$ cat config.mk
export PLATFORM = sky130hd
export DESIGN_NAME = dma_fifo_bridge
export DESIGN_NICKNAME = d
export VERILOG_FILES = /design/src/rtl/dma_fifo_bridge.sv
export SDC_FILE = /design/constraint.sdc
export NUM_CORES = 1
export LEC_CHECK = 0
export ABC_AREA = 1
export CORE_AREA = 2 2 153 155
export CTS_BUF_LIST = sky130_fd_sc_hd__clkbuf_8
export CTS_CLUSTER_DIAMETER = 40
export DETAILED_ROUTE_END_ITERATION = 8
export DIE_AREA = 0 0 155 157
export GPL_TIMING_DRIVEN = 0
export PLACE_DENSITY_LB_ADDON = 0.08
export SLEW_MARGIN = 20
export SYNTH_ARGS = -nofsm -noshare
export SYNTH_HDL_FRONTEND = slang
export SYNTH_SLANG_ARGS = --single-unit
export TNS_END_PERCENT = 100
$ cat constraint.sdc
create_clock -name clk -period 2.9 [get_ports clk]
set_input_delay 0.29 -clock clk [delete_from_list [all_inputs] [get_ports clk]]
set_output_delay 0.29 -clock clk [all_outputs]
set_load 0.03 [all_outputs]
$ cat src/rtl/dma_fifo_bridge.sv
// -----------------------------------------------------------------------------
// dma_fifo_bridge
//   Single-channel DMA engine between a peripheral device and the openMSP430
//   DMA memory port. Words are staged in an internal circular FIFO of
//   2^FIFO_DEPTH entries. Transfers move in FIFO-sized chunks. In read mode
//   (rd_wr=1) memory words go to the device. In write mode (rd_wr=0) device
//   words go to memory.
//
// Ports
//   clk, reset        clock, synchronous active-high reset
//   rqst              device transfer request; rd_wr/num_words/start_addr
//                     are latched with it while idle
//   dev_ack / dma_ack device-side handshake (strobe in / strobe out)
//   dev_in / dev_out  device data (write mode in / read mode out)
//   end_flag          one-cycle pulse when a transfer finishes or aborts
//   dma_*             openMSP430 DMA memory port. dma_en/dma_addr are held
//                     until dma_ready. dma_resp flags an error.
//
// Parameter FIFO_DIV_FACTOR names an early-drain threshold. The chunked
// schedule implemented here only switches phase on FIFO full/empty, so the
// threshold does not affect behaviour.
//
// Optional build macro DMA_STATE_DEBUG_EN adds two outputs: dbg_state (the
// current state encoding) and dbg_fifo_cnt (the FIFO occupancy).
// -----------------------------------------------------------------------------
module dma_fifo_bridge #(
    parameter int ADD_LEN         = 5,
    parameter int DATA_LEN        = 8,
    parameter int FIFO_DEPTH      = 4,
    parameter int FIFO_DIV_FACTOR = 3
) (
    input  logic                  clk,
    input  logic                  reset,
    input  logic                  rqst,
    input  logic                  rd_wr,
    input  logic [FIFO_DEPTH:0]   num_words,
    input  logic [ADD_LEN-1:0]    start_addr,
    input  logic                  dev_ack,
    input  logic [DATA_LEN-1:0]   dev_in,
    output logic                  dma_ack,
    output logic [DATA_LEN-1:0]   dev_out,
    output logic                  end_flag,
    input  logic [DATA_LEN-1:0]   dma_in,
    input  logic                  dma_ready,
    input  logic                  dma_resp,
    output logic [ADD_LEN-1:0]    dma_addr,
    output logic [DATA_LEN-1:0]   dma_out,
    output logic                  dma_en,
    output logic                  dma_priority,
    output logic [1:0]            dma_we
`ifdef DMA_STATE_DEBUG_EN
    ,
    output logic [4:0]            dbg_state,
    output logic [FIFO_DEPTH:0]   dbg_fifo_cnt
`endif
);

    localparam int ENTRIES = 2 ** FIFO_DEPTH;

    localparam logic [4:0] S_IDLE     = 5'd0;
    localparam logic [4:0] S_GET_REGS = 5'd1;
    localparam logic [4:0] S_RD_MEM   = 5'd2;
    localparam logic [4:0] S_RD_DEV   = 5'd3;
    localparam logic [4:0] S_WR_DEV   = 5'd4;
    localparam logic [4:0] S_WR_MEM   = 5'd5;
    localparam logic [4:0] S_DONE     = 5'd6;
    localparam logic [4:0] S_ERROR    = 5'd7;

    localparam logic [FIFO_DEPTH:0]   CNT_ONE  = (FIFO_DEPTH+1)'(1'b1);
    localparam logic [FIFO_DEPTH:0]   CNT_FULL = CNT_ONE << FIFO_DEPTH;
    localparam logic [FIFO_DEPTH-1:0] PTR_ONE  = FIFO_DEPTH'(1'b1);
    localparam logic [ADD_LEN-1:0]    ADDR_ONE = ADD_LEN'(1'b1);

    logic [4:0]            state_q, state_d;
    logic                  rd_wr_q, rd_wr_d;
    logic [ADD_LEN-1:0]    addr_q, addr_d;
    // mem_left: words still to be fetched from memory (read mode)
    logic [FIFO_DEPTH:0]   mem_left_q, mem_left_d;
    // dev_left: words still to be exchanged with the device (both modes)
    logic [FIFO_DEPTH:0]   dev_left_q, dev_left_d;
    // cap_pend: a read was accepted last cycle; dma_in is valid now
    logic                  cap_pend_q, cap_pend_d;
    logic [FIFO_DEPTH-1:0] wr_ptr_q, wr_ptr_d;
    logic [FIFO_DEPTH-1:0] rd_ptr_q, rd_ptr_d;
    logic [FIFO_DEPTH:0]   fifo_cnt_q, fifo_cnt_d;
    logic [DATA_LEN-1:0]   fifo_mem [0:ENTRIES-1];

    logic                  fifo_full_s, fifo_empty_s;
    logic                  rd_issue_s, wr_issue_s, accept_s;
    logic                  push_s, pop_s;
    logic [DATA_LEN-1:0]   push_data_s, head_s;

    assign fifo_full_s  = (fifo_cnt_q == CNT_FULL);
    assign fifo_empty_s = (fifo_cnt_q == '0);
    assign head_s       = fifo_mem[rd_ptr_q];

    // A read request is only issued when no capture is outstanding, so the
    // FIFO count seen by the full check already includes every fetched word.
    assign rd_issue_s  = (state_q == S_RD_MEM) && !cap_pend_q && !fifo_full_s
                         && (mem_left_q != '0);
    assign wr_issue_s  = (state_q == S_WR_MEM) && !fifo_empty_s;
    assign accept_s    = (rd_issue_s || wr_issue_s) && dma_ready && !dma_resp;
    assign push_s      = ((state_q == S_RD_MEM) && cap_pend_q)
                         || ((state_q == S_WR_DEV) && !fifo_full_s
                             && (dev_left_q != '0) && dev_ack);
    assign push_data_s = (state_q == S_RD_MEM) ? dma_in : dev_in;
    assign pop_s       = ((state_q == S_RD_DEV) && !fifo_empty_s && dev_ack)
                         || (wr_issue_s && dma_ready && !dma_resp);

    // State register
    always_ff @(posedge clk) begin
        if (reset) begin
            state_q <= S_IDLE;
        end else begin
            state_q <= state_d;
        end
    end

    // Next-state logic
    always_comb begin
        state_d = state_q;
        case (state_q)
            S_IDLE: begin
                if (rqst) begin
                    state_d = S_GET_REGS;
                end else begin
                    state_d = S_IDLE;
                end
            end
            S_GET_REGS: begin
                if (dev_left_q == '0) begin
                    state_d = S_DONE;
                end else if (rd_wr_q) begin
                    state_d = S_RD_MEM;
                end else begin
                    state_d = S_WR_DEV;
                end
            end
            S_RD_MEM: begin
                if (cap_pend_q) begin
                    state_d = S_RD_MEM;
                end else if (fifo_full_s || (mem_left_q == '0)) begin
                    state_d = S_RD_DEV;
                end else if (dma_ready && dma_resp) begin
                    state_d = S_ERROR;
                end else begin
                    state_d = S_RD_MEM;
                end
            end
            S_RD_DEV: begin
                if (dev_left_q == '0) begin
                    state_d = S_DONE;
                end else if (fifo_empty_s) begin
                    state_d = S_RD_MEM;
                end else begin
                    state_d = S_RD_DEV;
                end
            end
            S_WR_DEV: begin
                if (fifo_full_s || (dev_left_q == '0)) begin
                    state_d = S_WR_MEM;
                end else begin
                    state_d = S_WR_DEV;
                end
            end
            S_WR_MEM: begin
                if (fifo_empty_s) begin
                    if (dev_left_q != '0) begin
                        state_d = S_WR_DEV;
                    end else begin
                        state_d = S_DONE;
                    end
                end else if (dma_ready && dma_resp) begin
                    state_d = S_ERROR;
                end else begin
                    state_d = S_WR_MEM;
                end
            end
            S_DONE:  state_d = S_IDLE;
            S_ERROR: state_d = S_IDLE;
            default: state_d = S_IDLE;
        endcase
    end

    // Output decode (pure function of registered state)
    always_comb begin
        dma_en       = rd_issue_s || wr_issue_s;
        dma_addr     = (rd_issue_s || wr_issue_s) ? addr_q : '0;
        dma_we       = wr_issue_s ? 2'b11 : 2'b00;
        dma_out      = wr_issue_s ? head_s : '0;
        dma_priority = (rd_issue_s && fifo_empty_s) || (wr_issue_s && fifo_full_s);
        dma_ack      = ((state_q == S_RD_DEV) && !fifo_empty_s)
                       || ((state_q == S_WR_DEV) && !fifo_full_s && (dev_left_q != '0));
        dev_out      = ((state_q == S_RD_DEV) && !fifo_empty_s) ? head_s : '0;
        end_flag     = (state_q == S_DONE) || (state_q == S_ERROR);
    end

    // Datapath next-state: transfer parameters, counters and FIFO pointers
    always_comb begin
        rd_wr_d    = rd_wr_q;
        addr_d     = addr_q;
        mem_left_d = mem_left_q;
        dev_left_d = dev_left_q;
        cap_pend_d = cap_pend_q;
        wr_ptr_d   = wr_ptr_q;
        rd_ptr_d   = rd_ptr_q;
        fifo_cnt_d = fifo_cnt_q;
        if ((state_q == S_IDLE) && rqst) begin
            // New transfer starts from an empty FIFO whatever an aborted
            // transfer left behind.
            rd_wr_d    = rd_wr;
            addr_d     = start_addr;
            mem_left_d = num_words;
            dev_left_d = num_words;
            cap_pend_d = 1'b0;
            wr_ptr_d   = '0;
            rd_ptr_d   = '0;
            fifo_cnt_d = '0;
        end else begin
            if (accept_s) begin
                addr_d = addr_q + ADDR_ONE;
                if (rd_issue_s) begin
                    mem_left_d = mem_left_q - CNT_ONE;
                    cap_pend_d = 1'b1;
                end else begin
                    mem_left_d = mem_left_q;
                end
            end else begin
                addr_d = addr_q;
            end
            // Push and pop belong to exclusive phases and never coincide.
            if (push_s) begin
                wr_ptr_d   = wr_ptr_q + PTR_ONE;
                fifo_cnt_d = fifo_cnt_q + CNT_ONE;
                cap_pend_d = 1'b0;
                if (state_q == S_WR_DEV) begin
                    dev_left_d = dev_left_q - CNT_ONE;
                end else begin
                    dev_left_d = dev_left_q;
                end
            end else if (pop_s) begin
                rd_ptr_d   = rd_ptr_q + PTR_ONE;
                fifo_cnt_d = fifo_cnt_q - CNT_ONE;
                if (state_q == S_RD_DEV) begin
                    dev_left_d = dev_left_q - CNT_ONE;
                end else begin
                    dev_left_d = dev_left_q;
                end
            end else begin
                fifo_cnt_d = fifo_cnt_q;
            end
        end
    end

    // Datapath registers
    always_ff @(posedge clk) begin
        if (reset) begin
            rd_wr_q    <= 1'b0;
            addr_q     <= '0;
            mem_left_q <= '0;
            dev_left_q <= '0;
            cap_pend_q <= 1'b0;
            wr_ptr_q   <= '0;
            rd_ptr_q   <= '0;
            fifo_cnt_q <= '0;
        end else begin
            rd_wr_q    <= rd_wr_d;
            addr_q     <= addr_d;
            mem_left_q <= mem_left_d;
            dev_left_q <= dev_left_d;
            cap_pend_q <= cap_pend_d;
            wr_ptr_q   <= wr_ptr_d;
            rd_ptr_q   <= rd_ptr_d;
            fifo_cnt_q <= fifo_cnt_d;
        end
    end

    // FIFO storage; contents need no reset since occupancy is tracked separately
    always_ff @(posedge clk) begin
        if (push_s) begin
            fifo_mem[wr_ptr_q] <= push_data_s;
        end
    end

`ifdef DMA_STATE_DEBUG_EN
    assign dbg_state    = state_q;
    assign dbg_fifo_cnt = fifo_cnt_q;
`endif

endmodule

==> impl_metrics.json <==
{
  "status": "completed",
  "relSlewSlack_pct": 39.8,
  "grt_pass1_vias": 5606,
  "post_cts.repair.setup_buffers": 0,
  "wl_met2_mm": 9.75,
  "finalHoldViolations": 0,
  "hold_class": "reg -> reg",
  "cts_root_buf": "clkbuf_8",
  "die_h_um": 157,
  "netlist_instances": 783,
  "power_frac_comb_pct": 28.1,
  "wl_met3_um": 911,
  "synth_common_cells": "edfxtp_1, inv_1, nand2_1",
  "critPathRequiredTime_ns": 2.61,
  "timing.critical_path.mode_cell": "nand2_1",
  "netSwitchingPower_mw": 2.22,
  "tightest_slew_ns": 0.899,
  "synth.avg_cell_area_um2": 9.94,
  "synthTopCellsByArea": "edfxtp_1, dfxtp_1, inv_1",
  "fin_crit_ns": 2.79,
  "whs_ns": 0.493,
  "clk_path_buf_depth": 2,
  "synth.top_cell.area_share_pct": 49.4,
  "grt_antenna_before_repair": 0,
  "yosysWarnings": 0,
  "timing.final.crit_share_pct": 96.1,
  "wl_met1_mm": 9.13,
  "drc": 0,
  "crit_type": "reg -> out",
  "htreeDepth": 4,
  "port_buffers": 59,
  "dp_hpwl_mm": 14.7,
  "start_kind": "flip-flop",
  "p_leak_nw": 3.53,
  "synth_top_cell_by_area": "edfxtp_1",
  "path_cells": "inv_1 > ha_1 > nand3_1 > nand2_1 > nor3_2 > nand2_1 > o21ai_0 > clkdlybuf4s50_1",
  "dr.first_iter.drc_count": 333,
  "synth.most_common_cell": "edfxtp_1",
  "first_pass_iters": 5,
  "synth_seq_area_share_pct": 58.9,
  "path_clk_slew_ns": 0.10,
  "synthArstFlopShare_pct": 0,
  "tritoncts": "built",
  "ys_ff_latch": 165,
  "wl_per_cell_um": 17.4,
  "endpoint_kind": "output pin",
  "diodes": 0,
  "fp.dieW_um": 155,
  "ant_nets": 0,
  "slew_viol_final": 0,
  "synth_edf_count": 128,
  "cts_num_sinks": 165,
  "post_dp_cell_area_um2": 8730,
  "cts_made_buffers": 17,
  "num_rows": 55,
  "ios": 60,
  "crit_arrival_ns": 2.50,
  "rsz0062_at_grt": "yes",
  "grt_usage_pct": 17.0,
  "maxCapViolCount": 0,
  "clock_latency_ns": 0.45,
  "fillers": 2224,
  "p_per_area_nw_per_um2": 686,
  "hold_buffers": 0,
  "start_util_pct": 34.6,
  "max_freq_ghz": 0.359,
  "p_int_mw": 4.02,
  "synthToLayoutAreaGrowth_pct": 16.9,
  "p_clk_share_pct": 25.0,
  "crit_path_top_delay_cell": "clkdlybuf4s50_1",
  "path_max_fanout": 3,
  "netlist-cell-type-count": 41,
  "nets": 908,
  "maxUsedRoutingLayer": "met4",
  "setup_viol": 0,
  "ys.flop_type": "edfxtp_1",
  "seq_area_um2": 4580,
  "drive_gt1_share_pct": 12.9,
  "syn_area_um2": 7790,
  "die-area_um2": 24300,
  "vdd_drop_max_uv": 314,
  "seqPwrFrac_pct": 46.9,
  "grt-ovfl-total": 0,
  "core-area_um2": 22500,
  "multi_input_area_um2": 2610,
  "grt_pass1_wl_mm": 31.1,
  "wl_mm": 20.1,
  "slowest_delay_ns": 0.71,
  "skew_ns": 0.0178,
  "p_sw_share_pct": 35.6,
  "vias": 5709,
  "vias_per_cell": 4.93,
  "grt_max_degree": 18,
  "fin_area_um2": 9100,
  "gp_congestion": 0.858,
  "synth_fp_nets": 830
}
==> registers in the layout, summed over array words and instances, names as in the netlist, named ones only <==
name / flops
rd_ptr_q: 4
fifo_cnt_q: 5
wr_ptr_q: 4
cap_pend_q: 1
fifo_mem: 128
rd_wr_q: 1
addr_q: 5
mem_left_q: 5
dev_left_q: 5
state_q: 3
==> cell usage in the layout, fill, tap and decap left out, types with 18 or more instances in the layout <==
master and count:
o211ai_1 33, inv_1 109, nor2_1 78, edfxtp_1 128
a21oi_1 66, nand3_1 64, o21ai_0 42, dfxtp_1 37
nand2_1 101, clkbuf_2 18, clkdlybuf4s50_1 37
==> power groups by stage <==
stage / Combinational [mW] / Clock, mW / Sequential (mW)
floorplan: 1.30 / 0 / 2.94
global placement: 1.74 / 0 / 2.98
detailed placement: 1.77 / 0 / 2.98
CTS: 1.77 / 1.61 / 2.93
global route: 1.99 / 1.70 / 2.95
finish: 1.75 / 1.56 / 2.93
==> path summary, 6_finish.rpt <==
kind,cells after the start,end,slack (ns),start
setup / recovery,8,dma_priority,0.11,mem_left_q[0]
hold / removal,2,dev_left_q[0],0.49,dev_left_q[0]
setup reg to reg,15,fifo_cnt_q[4],0.34,dev_left_q[0]
hold reg to reg,2,dev_left_q[0],0.49,dev_left_q[0]
==> through the flow <==
stage	utilization, %	setup WS (ns)	total power, mW	instances	setup TNS, ns
after global placement	38.8	0.222	4.72	1127	0
final	40.5	0.113	6.24	1158	0
after floorplan	-	0.663	4.24	783	0
after detailed placement	38.8	0.169	4.74	1127	0
after CTS	40.4	0.0240	6.31	1158	0
after global routing	40.5	-0.0385	6.64	1158	-0.0385
==> layout make-up <==
cell class              instances  share of cell area, %
clock inverters                14                   1.43
flip-flops and latches        165                   50.4
plain buffers                  32                   1.97
clock buffers                  17                   2.57
repair buffers                 59                   6.28
inverters                     116                   4.81
multi-input cells             470                   28.7
well taps                     285                   3.92
==> critical path: cells and delay by family (launching register included) <==
kind            cells  cell delay [ns]
compound gates      1             0.11
fa+ha+maj           1             0.20
buf+inv             2             0.79
flops               1             0.36
simple gates        4             0.58
==> metal layers <==
metal  vias up  GRT usage [%]
met5         -              0
met4         0           4.67
met3        19           2.92
met2       150           29.4
met1      2711           22.1
li1       2829              -
==> repair_timing <==
item | 4_1_cts | 5_1_grt
setup endpoints to repair | 21 | 23
gates cloned | 0 | 0
resized for setup | 26 | 29
==> cell families (layout without fill, tap and decap cells) <==
logic type      after synthesis  in the layout  share of synthesized area, %
fa+ha+maj                    14             14                          2.35
compound gates              164            164                          12.0
mux                           8              8                          1.16
buf+inv                     148            238                          7.68
xor+xnor                      7              7                         0.787
flops                       165            165                          58.9
simple gates                277            277                          17.2
Power figures use the tool's default switching activity.
